## src/rtl/cu_pkg.sv

```systemverilog
// Shared control-unit types: decoder op codes, sequencer states,
// next-PC select codes and the op classes used by the sequencer.
package cu_pkg;

    // Decoder op code. Loads, stores and branches are kept contiguous.
    typedef enum logic [5:0] {
        CU_LUI   = 6'd0,
        CU_AUIPC = 6'd1,
        CU_JAL   = 6'd2,
        CU_JALR  = 6'd3,
        CU_BEQ   = 6'd4,
        CU_BNE   = 6'd5,
        CU_BLT   = 6'd6,
        CU_BGE   = 6'd7,
        CU_BLTU  = 6'd8,
        CU_BGEU  = 6'd9,
        CU_LB    = 6'd10,
        CU_LH    = 6'd11,
        CU_LW    = 6'd12,
        CU_LBU   = 6'd13,
        CU_LHU   = 6'd14,
        CU_SB    = 6'd15,
        CU_SH    = 6'd16,
        CU_SW    = 6'd17,
        CU_ADDI  = 6'd18,
        CU_SLTI  = 6'd19,
        CU_SLTIU = 6'd20,
        CU_XORI  = 6'd21,
        CU_ORI   = 6'd22,
        CU_ANDI  = 6'd23,
        CU_SLLI  = 6'd24,
        CU_SRLI  = 6'd25,
        CU_SRAI  = 6'd26,
        CU_ADD   = 6'd27,
        CU_SUB   = 6'd28,
        CU_SLL   = 6'd29,
        CU_SLT   = 6'd30,
        CU_SLTU  = 6'd31,
        CU_XOR   = 6'd32,
        CU_SRL   = 6'd33,
        CU_SRA   = 6'd34,
        CU_OR    = 6'd35,
        CU_AND   = 6'd36,
        CU_ERROR = 6'd63
    } cuOPType;

    typedef enum logic [2:0] {
        IDLE   = 3'd0,
        FETCH  = 3'd1,
        DECODE = 3'd2,
        EXEC   = 3'd3,
        MEM    = 3'd4,
        WB     = 3'd5,
        ERROR  = 3'd6
    } seqState;

    localparam logic [1:0] PC_INC    = 2'd0;
    localparam logic [1:0] PC_BRANCH = 2'd1;
    localparam logic [1:0] PC_JAL    = 2'd2;
    localparam logic [1:0] PC_JALR   = 2'd3;

    typedef enum logic [2:0] {
        OC_ALU    = 3'd0,
        OC_UPPER  = 3'd1,
        OC_LOAD   = 3'd2,
        OC_STORE  = 3'd3,
        OC_BRANCH = 3'd4,
        OC_JAL    = 3'd5,
        OC_JALR   = 3'd6,
        OC_ERR    = 3'd7
    } opClass;

endpackage

```

## src/rtl/op_classifier.sv

```systemverilog
// Combinational mapping from decoder op code to the coarse op class that
// control logic (sequencer, sign extender, hazard logic) acts on.
module op_classifier
    import cu_pkg::*;
(
    input  cuOPType cuOp,
    output opClass  op_class
);

    // Anything not listed explicitly is a register/immediate ALU op.
    always_comb begin
        op_class = OC_ALU;
        case (cuOp)
            CU_LUI, CU_AUIPC:                       op_class = OC_UPPER;
            CU_LB, CU_LH, CU_LW, CU_LBU, CU_LHU:    op_class = OC_LOAD;
            CU_SB, CU_SH, CU_SW:                    op_class = OC_STORE;
            CU_BEQ, CU_BNE, CU_BLT, CU_BGE,
            CU_BLTU, CU_BGEU:                       op_class = OC_BRANCH;
            CU_JAL:                                 op_class = OC_JAL;
            CU_JALR:                                op_class = OC_JALR;
            CU_ERROR:                               op_class = OC_ERR;
            default:                                op_class = OC_ALU;
        endcase
    end

endmodule

```

## src/rtl/instr_sequencer.sv

```systemverilog
// Multi-cycle instruction sequencer: FETCH -> DECODE -> EXEC -> [MEM] -> [WB].
// Drives memory handshakes, IR latch, PC update and register write, counts
// retired instructions and traps to a terminal ERROR state on a bad op code
// or a memory that fails to answer within MAX_WAIT cycles.
module instr_sequencer
    import cu_pkg::*;
#(
    parameter int MAX_WAIT = 15,
    parameter int CNT_W    = 32
) (
    input  logic             clk,
    input  logic             nRst,
    input  logic             enable,
    input  logic             iready,
    input  logic             dready,
    input  cuOPType          cuOp,
    input  logic             branchTaken,
    output logic             iread,
    output logic             dread,
    output logic             dwrite,
    output logic             irEn,
    output logic             pcEn,
    output logic [1:0]       pcSel,
    output logic             regWrite,
    output logic             retired,
    output logic [CNT_W-1:0] retireCnt,
    output logic             error,
    output logic [2:0]       state
);

    localparam int WAIT_W = $clog2(MAX_WAIT + 1);
    localparam logic [WAIT_W-1:0] WAIT_LIMIT = WAIT_W'(MAX_WAIT);

    seqState           cur_state;
    seqState           nxt_state;
    opClass            op_class;
    logic [WAIT_W-1:0] wait_cnt;
    logic              wait_expired;
    logic              retire;

    op_classifier u_op_classifier (
        .cuOp     (cuOp),
        .op_class (op_class)
    );

    assign state        = cur_state;
    assign retired      = retire;
    assign wait_expired = (wait_cnt == WAIT_LIMIT);

    // State register.
    always_ff @(posedge clk or negedge nRst) begin
        if (!nRst) cur_state <= IDLE;
        else       cur_state <= nxt_state;
    end

    // Next-state and output decode; ready beats an expiring wait count.
    always_comb begin
        nxt_state = cur_state;
        iread     = 1'b0;
        dread     = 1'b0;
        dwrite    = 1'b0;
        irEn      = 1'b0;
        pcEn      = 1'b0;
        pcSel     = PC_INC;
        regWrite  = 1'b0;
        retire    = 1'b0;
        error     = 1'b0;
        case (cur_state)
            IDLE: begin
                if (enable) nxt_state = FETCH;
            end
            FETCH: begin
                iread = 1'b1;
                if (iready) begin
                    irEn      = 1'b1;
                    nxt_state = DECODE;
                end else if (wait_expired) begin
                    nxt_state = ERROR;
                end
            end
            DECODE: begin
                nxt_state = (op_class == OC_ERR) ? ERROR : EXEC;
            end
            EXEC: begin
                case (op_class)
                    OC_LOAD, OC_STORE: nxt_state = MEM;
                    OC_BRANCH: begin
                        pcEn   = 1'b1;
                        pcSel  = branchTaken ? PC_BRANCH : PC_INC;
                        retire = 1'b1;
                    end
                    OC_JAL: begin
                        regWrite = 1'b1;
                        pcEn     = 1'b1;
                        pcSel    = PC_JAL;
                        retire   = 1'b1;
                    end
                    OC_JALR: begin
                        regWrite = 1'b1;
                        pcEn     = 1'b1;
                        pcSel    = PC_JALR;
                        retire   = 1'b1;
                    end
                    default: nxt_state = WB;
                endcase
            end
            MEM: begin
                if (op_class == OC_LOAD) dread  = 1'b1;
                else                     dwrite = 1'b1;
                if (dready) begin
                    if (op_class == OC_LOAD) begin
                        nxt_state = WB;
                    end else begin
                        pcEn   = 1'b1;
                        retire = 1'b1;
                    end
                end else if (wait_expired) begin
                    nxt_state = ERROR;
                end
            end
            WB: begin
                regWrite = 1'b1;
                pcEn     = 1'b1;
                retire   = 1'b1;
            end
            ERROR: begin
                error = 1'b1;
            end
            default: nxt_state = IDLE;
        endcase
        if (retire) nxt_state = enable ? FETCH : IDLE;
    end

    // Memory wait counter: restarts on entry to FETCH/MEM, counts stalled cycles.
    always_ff @(posedge clk or negedge nRst) begin
        if (!nRst) begin
            wait_cnt <= '0;
        end else if ((nxt_state == FETCH && cur_state != FETCH) ||
                     (nxt_state == MEM   && cur_state != MEM)) begin
            wait_cnt <= '0;
        end else if (((cur_state == FETCH && !iready) ||
                      (cur_state == MEM   && !dready)) && !wait_expired) begin
            wait_cnt <= wait_cnt + WAIT_W'(1);
        end
    end

    // Retired-instruction counter, wraps naturally at 2^CNT_W.
    always_ff @(posedge clk or negedge nRst) begin
        if (!nRst)       retireCnt <= '0;
        else if (retire) retireCnt <= retireCnt + CNT_W'(1);
    end

endmodule

```

## config.mk

```make
export PLATFORM = sky130hd
export DESIGN_NAME = instr_sequencer
export DESIGN_NICKNAME = d
export VERILOG_FILES = /design/src/rtl/cu_pkg.sv /design/src/rtl/op_classifier.sv /design/src/rtl/instr_sequencer.sv
export SDC_FILE = /design/constraint.sdc
export NUM_CORES = 1
export LEC_CHECK = 0
export CAP_MARGIN = 25
export CORE_UTILIZATION = 45
export CTS_BUF_LIST = sky130_fd_sc_hd__clkbuf_16
export DETAILED_ROUTE_END_ITERATION = 8
export DONT_BUFFER_PORTS = 1
export SLEW_MARGIN = 30
export SYNTH_ARGS = -nofsm -noshare
export SYNTH_HDL_FRONTEND = slang
export SYNTH_SLANG_ARGS = --single-unit
```

## constraint.sdc

```tcl
create_clock -name clk -period 1.9 [get_ports clk]
set_input_delay 0.285 -clock clk [delete_from_list [all_inputs] [get_ports clk]]
set_output_delay 0.285 -clock clk [all_outputs]
set_load 0.005 [all_outputs]
```

==> qor.csv <==
metric,value,unit
place_area,0.002580,mm^2
final_nets,275,
via_per_inst,5.538,
areaGrowthSynthToFinish,32.44,%
ys_types,50,
start_util,0.4670,
reg2reg_to,retireCnt[24],
max-cap-violations,0,
hold_viol,0,
seq_area_frac_synth,0.4424,
grt_pass1_wl,8597,um
clockBufferDepth,2,
irDropWorstVdd,0.0005650,V
clock-skew-final,0.003306,ns
required,2.06,ns
dp.cells,317,
antenna_cells,0,
std_cell_rows,25,
drive_gt1_frac,0.3321,
grt_max_degree,40,
clock_latency,0.28,ns
cts_tree,done,
synthCells,217,
vias,1822,
grt_pass1_vias,1819,
routabilityCongestion,0.8986,
dr.pass1.iters,4,
ant_nets,0,
timing.final.crit_share,1.066,
htree_levels,2,
whs_path_depth,2,
async_reset_ff_frac,1.000,
synth.most_common_cell,dfrtp_1,
postSynthAreaPerCell,10.17,um^2
setup_tns,-1.207,ns
design_area,0.002922,mm^2
regArea,975.9,um^2
final_cells,329,
r2r_setup_slack,-0.13,ns
criticalPathCategory,reg -> reg,
startpoint,state[2],
timing.final.crit_period,2.026,ns
ys_top_cells_by_count,"dfrtp_1 (39), xnor2_1 (21), nand2_1 (17)",
status,"complete, but fails checks",
cts_inserted_buffers,5,
multi_input_area,0.001310,mm^2
r2r-start,state[2],
grtUsageTotal,0.2141,
ys.flop_type,dfrtp_1,
cp-end-kind,flip-flop,
grt_overflow,0,
synth_area_leaders,"dfrtp_1 (44%), xnor2_1 (8.3%), xor2_1 (4.8%), nand4_1 (3.7%), and3_1 (3.1%)",
antenna_found_initial,0,
drc_errors,0,
cts_sinks,39,
synth_area,0.002206,mm^2
yosysWarnings,0,
worst_slack,-0.1261,ns
syn_nets,231,
p_per_area,1123,mW/mm^2
r2r_cells,6,
fmax,493.6,MHz
drv_slew,0,
final_util,0.6185,
clockRootBuffer,clkbuf_16,
clk_pin_slew,0.06,ns
fp.dieH,72.02,um
netlist.top_cell.by_area,dfrtp_1,
first_iter_violations,67,
core-area,0.004723,mm^2
pin_count,57,
rsz0062_at_grt,true,
tightest_slew,0.3992,ns
cp-start-kind,flip-flop,
path_max_fanout,7,
n_fill_cell,366,
die_x,72.02,um
min_path_type,in -> reg,
synth_top_cell_area_share,0.4424,
drt-total-wl,5284,um
violations,negative setup slack,
relSlewSlack,0.7332,
io_buffers,0,
wire_per_inst,16.06,um
dieArea,0.005186,mm^2
crit_end,retireCnt[24],
hpwl,3975,um
setup_violations,17,
p_leak,1.301,nW
synth_seq_cells,39,
synth_edf_count,0,
arrival,2.19,ns
==> worst min-delay path by stage <==
stage            from           end  slack, ns
3_5_place_dp     nRst  retireCnt[5]      -0.01
3_3_place_gp     nRst  retireCnt[5]      -0.01
2_1_floorplan    nRst  retireCnt[0]      -0.01
4_1_cts        enable      state[0]       0.16
6_report       enable      state[0]       0.16
5_1_grt        enable      state[0]       0.17
==> cell usage in the layout, fill, tap and decap left out, types with 2 or more instances in the layout <==
| master | synthesis | layout |
|---|---|---|
| inv_1 | 8 | 9 |
| and4_1 | 3 | 3 |
| nor3_1 | 7 | 5 |
| nor3_2 | 2 | 3 |
| and3_4 | 1 | 2 |
| a21oi_2 | 0 | 2 |
| a21oi_1 | 4 | 2 |
| clkbuf_16 | 0 | 5 |
| nand3_4 | 0 | 3 |
| or4_4 | 1 | 2 |
| nor2_1 | 13 | 10 |
| nor3b_1 | 4 | 4 |
| nand2b_1 | 2 | 2 |
| xor2_1 | 12 | 12 |
| buf_4 | 2 | 38 |
| a31oi_1 | 4 | 4 |
| nand3_1 | 12 | 6 |
| nand2_1 | 17 | 15 |
| and2_1 | 2 | 2 |
| xnor2_1 | 21 | 19 |
| o21ai_0 | 2 | 2 |
| buf_6 | 1 | 4 |
| xnor2_2 | 0 | 2 |
| nand3_2 | 1 | 4 |
| dfrtp_1 | 39 | 39 |
| nand4_1 | 13 | 13 |
| buf_12 | 0 | 2 |
| nand3b_1 | 2 | 2 |
| and3_1 | 11 | 9 |
| nor2_4 | 0 | 2 |
| nor2b_1 | 3 | 3 |
==> cell families after synthesis <==
group           Yosys count  share of synthesized area
simple gates            100                     0.2649
fa+ha+maj                 3                    0.01588
flops                    39                     0.4424
xor+xnor                 34                     0.1384
buf+inv                  16                    0.03459
mux                       2                   0.009642
compound gates           23                    0.09416
==> power breakdown <==
| part | switching, mW | internal (mW) | leakage (nW) |
|---|---|---|---|
| Clock | 0.310 | 0.478 | 0.0710 |
| Combinational | 0.712 | 0.722 | 0.724 |
| Sequential | 0.114 | 0.947 | 0.507 |
| Total | 1.14 | 2.15 | 1.30 |
==> through the flow <==
stage / hold slack [ns] / setup WS, ns / power, mW
2_1_floorplan: -0.01059 / -0.09564 / 1.785
3_3_place_gp: -0.009683 / -0.1210 / 2.258
3_5_place_dp: -0.009702 / -0.1938 / 2.324
4_1_cts: 0.1557 / -0.1118 / 3.269
5_1_grt: 0.1702 / -0.1887 / 3.501
6_report: 0.1562 / -0.1261 / 3.282
==> registers in the layout (all words and copies together), names as in the netlist <==
signal and count:
retireCnt 32, state 3, wait_cnt 4
==> critical path, cell delays in order, from the launching register on <==
cell and delay (ns):
dfrtp_1 0.40, nand3b_1 0.19, or4_4 0.48, a311o_4 0.38
nor2_8 0.18, nand4_1 0.14, xnor2_1 0.15
==> timing repair <==
| item | in CTS | in global routing |
|---|---|---|
| hold buffers | 2 | 0 |
| buffers inserted | 1 | 1 |
| cloned | 0 | 0 |
| hold endpoints to repair | 39 | 0 |
| resized for setup | 14 | 18 |
| pin swaps | 9 | 9 |
| setup endpoints to repair | 20 | 27 |
==> routing by layer <==
layer / GRT usage / vias to the layer above / part of all wire
li1: - / 856 / -
met1: 0.2647 / 907 / 0.42
met2: 0.3438 / 48 / 0.50
met3: 0.07500 / 11 / 0.062
met4: 0.08497 / 0 / 0.019
met5: 0 / - / 0
==> area by class of cell <==
class,instances,area share
clock buffers,5,0.04283
clock inverters,3,0.005567
inverters,8,0.01028
multi-input cells,162,0.4484
flip-flops and latches,39,0.3340
well taps,67,0.02869
repair buffers,45,0.1302
Note: power is estimated with default switching activity, not from simulation.
